<file path="src/rtl/gate_pkg.sv">
// Shared opcode encodings, FSM state type and index widths for the gate arbiter.
package gate_pkg;

    localparam int OP_W = 3;
    localparam int ID_W = 3;

    localparam logic [OP_W-1:0] OP_AND  = 3'b000;
    localparam logic [OP_W-1:0] OP_OR   = 3'b001;
    localparam logic [OP_W-1:0] OP_XOR  = 3'b010;
    localparam logic [OP_W-1:0] OP_NAND = 3'b011;
    localparam logic [OP_W-1:0] OP_NOR  = 3'b100;
    localparam logic [OP_W-1:0] OP_XNOR = 3'b101;

    typedef enum logic [1:0] {
        ST_IDLE,
        ST_EXEC,
        ST_RESP
    } state_e;

endpackage

</file>
<file path="src/rtl/gate_logic_unit.sv">
// Combinational bitwise logic unit; opcodes 110/111 are illegal and return zero with err set.
module gate_logic_unit
    import gate_pkg::*;
#(
    parameter int WIDTH = 8
) (
    input  logic [OP_W-1:0]  op_i,
    input  logic [WIDTH-1:0] a_i,
    input  logic [WIDTH-1:0] b_i,
    output logic [WIDTH-1:0] y_o,
    output logic             err_o
);

    always_comb begin
        // NOTE: defaults first so every path assigns both outputs and no latch is inferred.
        y_o   = '0;
        err_o = 1'b0;
        case (op_i)
            OP_AND:  y_o = a_i & b_i;
            OP_OR:   y_o = a_i | b_i;
            OP_XOR:  y_o = a_i ^ b_i;
            OP_NAND: y_o = ~(a_i & b_i);
            OP_NOR:  y_o = ~(a_i | b_i);
            OP_XNOR: y_o = ~(a_i ^ b_i);
            default: err_o = 1'b1;
        endcase
    end

endmodule

</file>
<file path="src/rtl/gate_arbiter.sv">
// Round-robin arbiter feeding one shared logic unit; one operation in flight at a time
// through IDLE (grant) -> EXEC (compute) -> RESP (hold result until consumed).
module gate_arbiter
    import gate_pkg::*;
#(
    parameter int N_REQ = 4,
    parameter int WIDTH = 8
) (
    input  logic                    clk,
    input  logic                    rst,
    input  logic [N_REQ-1:0]        req_valid,
    input  logic [OP_W*N_REQ-1:0]   req_op,
    input  logic [WIDTH*N_REQ-1:0]  req_a,
    input  logic [WIDTH*N_REQ-1:0]  req_b,
    output logic [N_REQ-1:0]        req_ready,
    output logic                    res_valid,
    input  logic                    res_ready,
    output logic [WIDTH-1:0]        res_data,
    output logic [ID_W-1:0]         res_id,
    output logic                    res_err
);

    state_e            state_q, state_d;
    logic [ID_W-1:0]   ptr_q, ptr_d;
    logic [ID_W-1:0]   id_q, id_d;
    logic [OP_W-1:0]   op_q, op_d;
    logic [WIDTH-1:0]  a_q, a_d;
    logic [WIDTH-1:0]  b_q, b_d;
    logic [WIDTH-1:0]  res_data_q, res_data_d;
    logic [ID_W-1:0]   res_id_q, res_id_d;
    logic              res_err_q, res_err_d;

    logic              grant_found;
    logic [ID_W-1:0]   grant_idx;
    logic [ID_W-1:0]   cand;
    logic [WIDTH-1:0]  lu_y;
    logic              lu_err;

    function automatic logic [ID_W-1:0] wrap_add(input logic [ID_W-1:0] base, input int off);
        int sum;
        sum = int'(base) + off;
        if (sum >= N_REQ) sum = sum - N_REQ;
        return ID_W'(sum);
    endfunction

    // Walk offsets high to low so the smallest offset from ptr_q is the last writer and wins.
    always_comb begin
        grant_found = 1'b0;
        grant_idx   = '0;
        cand        = '0;
        for (int k = N_REQ - 1; k >= 0; k--) begin
            cand = wrap_add(ptr_q, k);
            if (|(req_valid & (N_REQ'(1) << cand))) begin
                grant_found = 1'b1;
                grant_idx   = cand;
            end
        end
    end

    gate_logic_unit #(
        .WIDTH (WIDTH)
    ) u_logic (
        .op_i  (op_q),
        .a_i   (a_q),
        .b_i   (b_q),
        .y_o   (lu_y),
        .err_o (lu_err)
    );

    always_comb begin
        state_d    = state_q;
        ptr_d      = ptr_q;
        id_d       = id_q;
        op_d       = op_q;
        a_d        = a_q;
        b_d        = b_q;
        res_data_d = res_data_q;
        res_id_d   = res_id_q;
        res_err_d  = res_err_q;
        req_ready  = '0;
        case (state_q)
            ST_IDLE: begin
                if (grant_found && !rst) begin
                    req_ready = N_REQ'(1) << grant_idx;
                    id_d      = grant_idx;
                    op_d      = OP_W'(req_op >> (OP_W * int'(grant_idx)));
                    a_d       = WIDTH'(req_a >> (WIDTH * int'(grant_idx)));
                    b_d       = WIDTH'(req_b >> (WIDTH * int'(grant_idx)));
                    state_d   = ST_EXEC;
                end
            end
            ST_EXEC: begin
                res_data_d = lu_y;
                res_err_d  = lu_err;
                res_id_d   = id_q;
                state_d    = ST_RESP;
            end
            ST_RESP: begin
                if (res_ready) begin
                    ptr_d   = wrap_add(res_id_q, 1);
                    state_d = ST_IDLE;
                end
            end
            default: state_d = ST_IDLE;
        endcase
    end

    always_ff @(posedge clk) begin
        // NOTE: non-blocking assignments so every register samples pre-edge values.
        if (rst) begin
            state_q    <= ST_IDLE;
            ptr_q      <= '0;
            id_q       <= '0;
            op_q       <= '0;
            a_q        <= '0;
            b_q        <= '0;
            res_data_q <= '0;
            res_id_q   <= '0;
            res_err_q  <= 1'b0;
        end else begin
            state_q    <= state_d;
            ptr_q      <= ptr_d;
            id_q       <= id_d;
            op_q       <= op_d;
            a_q        <= a_d;
            b_q        <= b_d;
            res_data_q <= res_data_d;
            res_id_q   <= res_id_d;
            res_err_q  <= res_err_d;
        end
    end

    // Masked by rst so a pending result never escapes while it is being discarded.
    assign res_valid = (state_q == ST_RESP) && !rst;
    assign res_data  = res_data_q;
    assign res_id    = res_id_q;
    assign res_err   = res_err_q;

endmodule

</file>
<file path="config.mk">
export PLATFORM = sky130hd
export DESIGN_NAME = gate_arbiter
export DESIGN_NICKNAME = d
export VERILOG_FILES = /design/src/rtl/gate_pkg.sv /design/src/rtl/gate_logic_unit.sv /design/src/rtl/gate_arbiter.sv
export SDC_FILE = /design/constraint.sdc
export NUM_CORES = 1
export LEC_CHECK = 0
export ABC_AREA = 1
export BUFFER_PORTS_ARGS = -buffer_cell sky130_fd_sc_hd__buf_2
export CELL_PAD_IN_SITES_DETAIL_PLACEMENT = 1
export CELL_PAD_IN_SITES_GLOBAL_PLACEMENT = 2
export CORE_UTILIZATION = 29
export DETAILED_ROUTE_END_ITERATION = 12
export GPL_TIMING_DRIVEN = 0
export PLACE_DENSITY_LB_ADDON = 0.1
export SYNTH_ARGS = -nofsm -noshare
export SYNTH_HDL_FRONTEND = slang
export SYNTH_SLANG_ARGS = --single-unit
</file>
<file path="constraint.sdc">
create_clock -name clk -period 3.6 [get_ports clk]
set_input_delay 0.36 -clock clk [delete_from_list [all_inputs] [get_ports clk]]
set_output_delay 0.36 -clock clk [all_outputs]
set_load 0.01 [all_outputs]
</file>
==> metrics.txt <==
Post-DP Area a little over 0.004 mm2; clock share of power 0.249; Worst EP arrival 2.64 ns; VDD IR max about 170 uV; Reg power frac 0.309; footprint of the multi-input gates ~0.0022 mm2; CTS Buf Count 5; critical path fanouts, max 10; Post-CTS Setup Repair Bufs 0; die width approximately 110 um; drc violations 0; WL/cell about 13 um; FP Rows 38; worst setup path category reg -> out; Final Non-Filler Cells 778; synthesized cell area about 0.0034 mm2; largest net degree at the start of global routing 13; grt ovf 0; pre-CTS setup slack 0.893 ns; die footprint 0.0120 mm2; Max Cap Viol 0; fillers ~1,500; Post-Place Cells 770; setup slack after layout ~0.60 ns; fin crit share 0.834; IO Pins 100; final worst clock skew 0.00537 ns; Fmax achieved between 0.3 and 0.4 GHz; Area Overhead vs Synth 24.0%; layout cell share with drive strength beyond 1 0.284; Switching Share 0.398; P_sw between 0.6 and 0.7 mW; cts hold-fix bufs 0; synth warn 0; Pint 1.03 mW; Initial DRT Pass Iterations 4; Slew Limit Fails 0; root buf cell clkbuf_16; fin crit period ~3.0 ns; Power Dens Cells just over 400 mW/mm2; post-DP HPWL between 8000 and 9000 um; worst hold-check slack between 0.3 and 0.4 ns; Clock Latency Late Sink approximately 0.28 ns; Sequential Area 781 um2; Worst Tran Pin Value 0.712 ns; Syn Inst Count ~530; Hold Crit Class in -> reg; Reg clk slew, reported paths ~0.060 ns; Setup crit start kind flip-flop; critical path capture point type output pin; worst-case clock buffer depth 2; RSZ-0062 raised after global routing false; Avg Cell Area, Syn ~6.3 um2; first-pass GRT wire length ~17,000 um; Net Count, Synth around 640; Final Net Count 743; H-tree depth 2; DR iter-0 viols approximately 130; ANT cells 0; Lkg Pwr between 2 and 2.5 nW; DRT Wirelength approximately 10,000 um; initial antenna violation count 0; Final setup viols 0; All-Layer GR Usage 0.183; vias post-DR 3,616; Initial Util 0.303; CTS tree built; Unique masters post-synth 28; endpoints failing hold 0; I/O Buffers between 90 and 100; sequential area share after synthesis 0.233; clock sinks 39; post-cts sizing count 0; core area 0.0111 mm2; setup TNS 0 ns; Final GP Congestion a little under 0.8; status complete, no violations; Die H 110 um; Logic pwr share 0.443; Tot Pwr between 1.5 and 2 mW; FF+latch count, synth 39; post-route cell area between 0.004 and 0.005 mm2; worst rel slew slack 0.525; post-layout util 0.376; Routed Antenna Nets 0; WP data required 3.24 ns; vias in the first global route 3,730; Vias per Instance approximately 4.6
-- sequential cells by signal, indices dropped and copies added (netlist names) --
name / count
res_id: 3
ptr_q: 3
res_err: 1
res_data: 8
op_q: 3
state_q: 2
a_q: 8
id_q: 3
b_q: 8
-- worst paths after layout --
kind	from	end	slack, ns	cells after the start
max reg2reg	ptr_q[1]	op_q[1]	1.08	15
min	res_ready	state_q[1]	0.38	4
max	ptr_q[1]	req_ready[3]	0.60	13
min reg2reg	res_data[1]	res_data[1]	0.46	2
-- synth_stat cells (all sizes together) --
cell / instances / share of area
nand2: 244 / 0.28
a21oi: 43 / 0.086
nand3: 42 / 0.095
inv: 41 / 0.046
dfxtp: 39 / 0.23
nor2: 36 / 0.040
ha: 23 / 0.086
o21ai: 21 / 0.031
buf: 20 / 0.055
nor3: 6 / 0.0089
clkbuf: 5 / 0.0056
o211ai: 5 / 0.011
o2111ai: 2 / 0.0052
a221oi: 1 / 0.0026
a22oi: 1 / 0.0037
clkinv: 1 / 0.0015
nand4: 1 / 0.0037
o221ai: 1 / 0.0026
-- layout make-up --
type,instances,area share
inverters,42,0.0382
flip-flops and latches,39,0.188
plain buffers,25,0.0487
well taps,140,0.0421
multi-input cells,426,0.532
clock buffers,6,0.0309
clock inverters,2,0.00300
repair buffers,98,0.118
-- power groups by stage --
stage,clock network [mW],registers [mW],logic [mW]
finish,0.427,0.530,0.760
global route,0.453,0.538,0.872
CTS,0.442,0.531,0.776
detailed placement,0,0.540,0.771
global placement,0,0.538,0.756
floorplan,0,0.529,0.544
-- layout by cell type, fill, tap and decap left out, types with 6 or more instances in the layout --
master,count
clkbuf_1,6
nand3_2,22
a21oi_1,23
nand3_1,20
dfxtp_1,39
nor3_1,6
ha_1,23
a21oi_2,20
buf_2,105
o21ai_0,19
inv_1,37
nor2_1,36
nand2_1,237
-- layer usage --
layer,vias up,track usage,part of all wire
met5,-,0,0
met4,0,0.0400,0.0087
met3,10,0.0166,0.027
met2,75,0.328,0.47
met1,1633,0.238,0.49
li1,1898,-,-
-- worst max-delay path, cell delays in order (launching register included) --
cell	delay (ns)
dfxtp_1	0.54
inv_2	0.14
ha_1	0.26
nand2_1	0.08
nand2_1	0.07
o21ai_1	0.25
nand2_1	0.10
nand2_2	0.08
nand2_4	0.07
nand2_4	0.10
buf_4	0.18
inv_1	0.10
nor3_1	0.21
buf_2	0.17
-- cell families (layout without fill, tap and decap cells) --
family          after synthesis  count (layout)  share of synthesized area
simple gates                329             329                      0.431
flops                        39              39                      0.233
fa+ha+maj                    23              23                     0.0857
compound gates               74              74                      0.143
buf+inv                      67             173                      0.108
No activity file was read; power rests on OpenSTA's default activity.
